**config.mk**
```make
export PLATFORM = sky130hd
export DESIGN_NAME = uart_apb_host
export DESIGN_NICKNAME = d
export VERILOG_FILES = /design/src/rtl/uart_apb_host.sv
export SDC_FILE = /design/constraint.sdc
export NUM_CORES = 1
export LEC_CHECK = 0
export CAP_MARGIN = 15
export CORE_ASPECT_RATIO = 1.25
export CORE_UTILIZATION = 31
export CTS_CLUSTER_SIZE = 40
export DETAILED_ROUTE_END_ITERATION = 7
export GPL_TIMING_DRIVEN = 0
export PLACE_DENSITY = 0.61
export SLEW_MARGIN = 15
export SYNTH_ARGS = -nofsm -noshare
export SYNTH_HDL_FRONTEND = slang
export SYNTH_SLANG_ARGS = --single-unit
```
**constraint.sdc**
```tcl
create_clock -name PCLK -period 2.1 [get_ports PCLK]
set_input_delay 0.21 -clock PCLK [delete_from_list [all_inputs] [get_ports PCLK]]
set_output_delay 0.21 -clock PCLK [all_outputs]
set_load 0.02 [all_outputs]
```
**src/rtl/uart_apb_host.sv**
```systemverilog
`default_nettype none
// ============================================================================
// Module   : uart_apb_host
// Brief    : APB initiator that configures a UART register block, then polls
//            its flag register to move bytes between a host byte stream and
//            the UART data register.
// Revision : 1.0 - initial release
// ============================================================================
module uart_apb_host #(
    parameter logic [15:0] BAUD_DIVINT  = 16'd27,
    parameter logic [5:0]  BAUD_DIVFRAC = 6'd8,
    parameter logic [15:0] LCR_H_VAL    = 16'h0070,
    parameter logic [15:0] CR_VAL       = 16'h0301
) (
    input  logic        PCLK,
    input  logic        PRESETn,
    output logic        PSEL,
    output logic        PENABLE,
    output logic        PWRITE,
    output logic [11:0] PADDR,
    output logic [15:0] PWDATA,
    input  logic [15:0] PRDATA,
    input  logic [7:0]  tx_data,
    input  logic        tx_valid,
    output logic        tx_ready,
    output logic [7:0]  rx_data,
    output logic [3:0]  rx_err,
    output logic        rx_valid,
    input  logic        rx_ready,
    output logic        init_done
);

    localparam logic [3:0] c_idle        = 4'd0;
    localparam logic [3:0] c_init_setup  = 4'd1;
    localparam logic [3:0] c_init_access = 4'd2;
    localparam logic [3:0] c_poll_setup  = 4'd3;
    localparam logic [3:0] c_poll_access = 4'd4;
    localparam logic [3:0] c_rd_setup    = 4'd5;
    localparam logic [3:0] c_rd_access   = 4'd6;
    localparam logic [3:0] c_wr_setup    = 4'd7;
    localparam logic [3:0] c_wr_access   = 4'd8;

    localparam logic [11:0] c_addr_dr    = 12'h000;
    localparam logic [11:0] c_addr_fr    = 12'h018;
    localparam logic [11:0] c_addr_ibrd  = 12'h024;
    localparam logic [11:0] c_addr_fbrd  = 12'h028;
    localparam logic [11:0] c_addr_lcr_h = 12'h02C;
    localparam logic [11:0] c_addr_cr    = 12'h030;

    logic [3:0]  r_state;
    logic [3:0]  w_next_state;
    logic [1:0]  r_init_idx;
    logic [1:0]  w_init_idx_nxt;
    logic        r_init_done;
    logic        w_init_done_nxt;
    logic [7:0]  r_hold;
    logic        r_hold_full;
    logic        w_hold_full_nxt;
    logic        r_tx_ready;
    logic        w_tx_accept;
    logic [7:0]  r_rx_data;
    logic [3:0]  r_rx_err;
    logic        r_rx_valid;
    logic        w_rxfe;
    logic        w_txff;
    logic        w_rx_room;

    logic        r_psel;
    logic        r_penable;
    logic        r_pwrite;
    logic [11:0] r_paddr;
    logic [15:0] r_pwdata;
    logic        w_psel_nxt;
    logic        w_penable_nxt;
    logic        w_pwrite_nxt;
    logic [11:0] w_paddr_nxt;
    logic [15:0] w_pwdata_nxt;
    logic [11:0] w_init_addr;
    logic [15:0] w_init_data;
    logic        w_unused_prdata;

    assign w_rxfe          = PRDATA[4];
    assign w_txff          = PRDATA[5];
    assign w_rx_room       = !r_rx_valid || rx_ready;
    assign w_tx_accept     = tx_valid && r_tx_ready;
    assign w_unused_prdata = &{1'b0, PRDATA[15:12], PRDATA[3:0]};

    // The index advances on every INIT ACCESS, so the following SETUP
    // must already present the next register of the sequence.
    assign w_init_idx_nxt  = (r_state == c_init_access) ? r_init_idx + 2'd1 : r_init_idx;
    assign w_init_done_nxt = r_init_done || ((r_state == c_init_access) && (r_init_idx == 2'd3));

    always_comb begin
        w_hold_full_nxt = r_hold_full;
        if (w_tx_accept) begin
            w_hold_full_nxt = 1'b1;
        end else if (r_state == c_wr_access) begin
            w_hold_full_nxt = 1'b0;
        end
    end

    always_comb begin
        w_init_addr = c_addr_ibrd;
        w_init_data = BAUD_DIVINT;
        case (w_init_idx_nxt)
            2'd1: begin
                w_init_addr = c_addr_fbrd;
                w_init_data = {10'd0, BAUD_DIVFRAC};
            end
            2'd2: begin
                w_init_addr = c_addr_lcr_h;
                w_init_data = LCR_H_VAL;
            end
            2'd3: begin
                w_init_addr = c_addr_cr;
                w_init_data = CR_VAL;
            end
            default: begin
                w_init_addr = c_addr_ibrd;
                w_init_data = BAUD_DIVINT;
            end
        endcase
    end

    // State register
    always_ff @(posedge PCLK or negedge PRESETn) begin
        if (!PRESETn) begin
            r_state <= c_idle;
        end else begin
            r_state <= w_next_state;
        end
    end

    // Next-state logic; receive has priority so the UART RX FIFO never overruns
    always_comb begin
        w_next_state = c_idle;
        case (r_state)
            c_idle:        w_next_state = c_init_setup;
            c_init_setup:  w_next_state = c_init_access;
            c_init_access: w_next_state = (r_init_idx == 2'd3) ? c_poll_setup : c_init_setup;
            c_poll_setup:  w_next_state = c_poll_access;
            c_poll_access: begin
                if (!w_rxfe && w_rx_room) begin
                    w_next_state = c_rd_setup;
                end else if (!w_txff && r_hold_full) begin
                    w_next_state = c_wr_setup;
                end else begin
                    w_next_state = c_poll_setup;
                end
            end
            c_rd_setup:    w_next_state = c_rd_access;
            c_rd_access:   w_next_state = c_poll_setup;
            c_wr_setup:    w_next_state = c_wr_access;
            c_wr_access:   w_next_state = c_poll_setup;
            default:       w_next_state = c_idle;
        endcase
    end

    // Output logic: APB bus values for the upcoming cycle, registered below
    always_comb begin
        w_psel_nxt    = 1'b0;
        w_penable_nxt = 1'b0;
        w_pwrite_nxt  = 1'b0;
        w_paddr_nxt   = 12'h000;
        w_pwdata_nxt  = 16'h0000;
        case (w_next_state)
            c_init_setup, c_init_access: begin
                w_psel_nxt    = 1'b1;
                w_penable_nxt = (w_next_state == c_init_access);
                w_pwrite_nxt  = 1'b1;
                w_paddr_nxt   = w_init_addr;
                w_pwdata_nxt  = w_init_data;
            end
            c_poll_setup, c_poll_access: begin
                w_psel_nxt    = 1'b1;
                w_penable_nxt = (w_next_state == c_poll_access);
                w_paddr_nxt   = c_addr_fr;
            end
            c_rd_setup, c_rd_access: begin
                w_psel_nxt    = 1'b1;
                w_penable_nxt = (w_next_state == c_rd_access);
                w_paddr_nxt   = c_addr_dr;
            end
            c_wr_setup, c_wr_access: begin
                w_psel_nxt    = 1'b1;
                w_penable_nxt = (w_next_state == c_wr_access);
                w_pwrite_nxt  = 1'b1;
                w_paddr_nxt   = c_addr_dr;
                w_pwdata_nxt  = {8'h00, r_hold};
            end
            default: begin
                w_psel_nxt    = 1'b0;
                w_penable_nxt = 1'b0;
            end
        endcase
    end

    always_ff @(posedge PCLK or negedge PRESETn) begin
        if (!PRESETn) begin
            r_psel    <= 1'b0;
            r_penable <= 1'b0;
            r_pwrite  <= 1'b0;
            r_paddr   <= 12'h000;
            r_pwdata  <= 16'h0000;
        end else begin
            r_psel    <= w_psel_nxt;
            r_penable <= w_penable_nxt;
            r_pwrite  <= w_pwrite_nxt;
            r_paddr   <= w_paddr_nxt;
            r_pwdata  <= w_pwdata_nxt;
        end
    end

    always_ff @(posedge PCLK or negedge PRESETn) begin
        if (!PRESETn) begin
            r_init_idx  <= 2'd0;
            r_init_done <= 1'b0;
            r_hold      <= 8'h00;
            r_hold_full <= 1'b0;
            r_tx_ready  <= 1'b0;
        end else begin
            r_init_idx  <= w_init_idx_nxt;
            r_init_done <= w_init_done_nxt;
            r_hold_full <= w_hold_full_nxt;
            r_tx_ready  <= w_init_done_nxt && !w_hold_full_nxt;
            if (w_tx_accept) begin
                r_hold <= tx_data;
            end
        end
    end

    // A completing RD overrides a same-cycle consumer handshake
    always_ff @(posedge PCLK or negedge PRESETn) begin
        if (!PRESETn) begin
            r_rx_data  <= 8'h00;
            r_rx_err   <= 4'h0;
            r_rx_valid <= 1'b0;
        end else if (r_state == c_rd_access) begin
            r_rx_data  <= PRDATA[7:0];
            r_rx_err   <= PRDATA[11:8];
            r_rx_valid <= 1'b1;
        end else if (r_rx_valid && rx_ready) begin
            r_rx_valid <= 1'b0;
        end
    end

    assign PSEL      = r_psel;
    assign PENABLE   = r_penable;
    assign PWRITE    = r_pwrite;
    assign PADDR     = r_paddr;
    assign PWDATA    = r_pwdata;
    assign tx_ready  = r_tx_ready;
    assign rx_data   = r_rx_data;
    assign rx_err    = r_rx_err;
    assign rx_valid  = r_rx_valid;
    assign init_done = r_init_done;

endmodule
`default_nettype wire

```
==> impl_metrics.json <==
{
  "area_growth_pct": 40.3,
  "cts_buffers": 5,
  "final_util": 0.449,
  "antenna_found_initial": 0,
  "async_flop_share": 1.00,
  "maxCapViolations": 0,
  "cp_slowest_cell": "dfrtp_1",
  "synth_top_area_frac": 0.551,
  "grt_use_met3": 0.0376,
  "synth.distinct_cells": 42,
  "synth_edf_count": 0,
  "cp.depth": 7,
  "arrival_ns": 2.15,
  "outcome": "finished, final reports clean",
  "setup_violations": 0,
  "ys_ff_latch": 46,
  "clk_latency_ns": 0.30,
  "clkSinkCount": 46,
  "drt_pass1_iterations": 4,
  "vdd_drop_max_mv": 0.678,
  "ant_nets": 0,
  "power.density_nw_per_um2": 1470,
  "total_power_w": 0.00430,
  "rsz0062_at_grt": "no",
  "final_min_period_over_clock_period": 0.932,
  "clock_path_buffers": 2,
  "die_area_um2": 7070,
  "critPathLaunchType": "flop",
  "critPathBufInv": 1,
  "crit_path_cell_trace": "nand2b_1 > nor3_4 > xnor2_2 > inv_1 > ha_1 > or2_2 > a32o_1",
  "cp_max_fo": 4,
  "grt_usage": 0.118,
  "yosysMostFrequentCell": "dfrtp_1",
  "synth_top_cells_by_count": "46 x dfrtp_1, 20 x mux2_2, 17 x buf_4, 6 x nand2_1, 6 x nor2_1",
  "htree_num_levels": 2,
  "synth_area_per_cell_um2": 13.0,
  "start_util": 0.320,
  "io_buffer_count": 55,
  "clk_pin_slew_ns": 0.08,
  "max_freq_mhz": 511,
  "dr.first_iter.drc_count": 25,
  "worst-setup-path-type": "reg -> reg",
  "die_h_um": 93.8,
  "required_ns": 2.29,
  "num_rows": 33,
  "p_leak_nw": 1.32,
  "grtUsageMet2": 0.202,
  "slowest_delay_ns": 0.40,
  "grt_pass1_wl_um": 6110,
  "min_period_ns": 1.96,
  "grt_max_degree": 27,
  "gp_congestion": 0.814,
  "drt_wl_total_um": 3830,
  "postCtsSetupBuffers": 0,
  "cts_tree": "yes",
  "reg2regPathDepth": 7,
  "viasPerCell": 4.25,
  "min_path_type": "in -> async",
  "netlist_area_um2": 2090,
  "clock-root-buffer": "clkbuf_8",
  "ys_warn_count": 0,
  "r2r_start": "r_state[0]",
  "overflow": 0,
  "layout-drive-gt1-share": 0.280,
  "wl_per_cell_um": 11.8,
  "worst_setup_path_end_kind": "flop",
  "final_nets": 271,
  "drc": 0,
  "slew_viol_final": 0,
  "fp.dieW_um": 75.4,
  "synthFlopType": "dfrtp_1",
  "yosysSeqAreaShare": 0.551,
  "core_area_um2": 6520,
  "hold_viol": 0,
  "critPathTopFamily": "simple AND/OR/NAND/NOR gates",
  "crit_path_start": "r_state[0]",
  "grt_use_met1": 0.135,
  "grt_pass1_vias": 1331,
  "hpwl_um": 2930,
  "finClkSkew_ns": 0.00978,
  "postSynthCellCount": 161,
  "synthTopCellsByArea": "dfrtp_1 55%, mux2_2 11%, buf_4 6.1%, ha_1 3.0%, buf_6 2.2%",
  "n_antenna_cell": 0,
  "io_pins": 74,
  "vias": 1387,
  "busiest_layer": "met2",
  "synth_top_area_cell": "dfrtp_1"
}
[sequential cells by signal (all words and copies together) (netlist names), 2 cells and up]
register	count
PADDR	4
PWDATA	9
r_hold	8
r_init_idx	2
r_state	4
rx_data	8
rx_err	4
[path summary, 6_finish.rpt]
path                              end  slack [ns]
setup / recovery            PWDATA[3]        0.14
hold / removal             r_state[3]        0.40
setup reg to reg            PWDATA[3]        0.14
hold reg to reg             PWDATA[2]        0.49
max in group asynchronous  r_state[1]        1.20
min in group PCLK           PWDATA[2]        0.49
[cell type report]
cell class / count / area (um^2)
fillers: 655 / 3590
flip-flops and latches: 46 / 1150
multi-input cells: 101 / 801
repair buffers: 57 / 576
plain buffers: 21 / 173
well taps: 87 / 109
clock buffers: 7 / 86.3
inverters: 6 / 27.5
clock inverters: 1 / 8.76
[cells in the final DEF, fill, tap and decap left out, types with 3 or more instances in the layout]
| cell | n |
|---|---|
| a21o_1 | 3 |
| mux2_2 | 20 |
| ha_1 | 5 |
| a22o_1 | 3 |
| o21a_1 | 3 |
| buf_6 | 4 |
| dfrtp_1 | 46 |
| clkbuf_8 | 6 |
| buf_4 | 17 |
| nand2_1 | 6 |
| conb_1 | 14 |
| clkdlybuf4s50_1 | 54 |
| inv_1 | 5 |
| and2_1 | 4 |
| a32o_1 | 3 |
| nor2_1 | 6 |
[layer usage]
| metal | up-vias | wire length, um |
|---|---|---|
| met5 | - | 0 |
| met1 | 664 | 1580 |
| li1 | 675 | - |
| met3 | 6 | 235 |
| met4 | 0 | 48 |
| met2 | 42 | 1970 |
[per-stage QoR]
stage	cells	setup slack [ns]	hold slack (ns)	TNS, ns	area (um^2)
finish	326	0.143	0.400	0	2930
detailed placement	317	0.0271	0.207	0	2810
floorplan	174	0.238	-0.0856	0	2140
CTS	326	0.00840	0.411	0	2920
global route	326	0.0308	0.456	0	2930
global placement	316	-0.495	0.456	-22.68	2800
[cell families after synthesis]
family,count (synthesis),share of synthesized area
AOI/OAI and AO/OA,26,0.107
DFF,46,0.551
adders and majority gates,5,0.0299
muxes,21,0.113
buffers and inverters,27,0.0958
other,1,0.00179
xor gates and xnor gates,1,0.00419
and+or+nand+nor,34,0.0970
[timing repair]
action | 4_1_cts | 5_1_grt
gates resized for setup | 0 | 2
setup endpoints to repair | 0 | 1
hold buffers | 1 | 0
hold endpoints to repair | 20 | 0
[power by group]
part | internal, W | switching [W]
combinational | 0.00116 | 0.00114
clock | 0.000272 | 0.000294
sequential | 0.00127 | 0.000161
total | 0.00270 | 0.00159
Power figures use the tool's default switching activity.
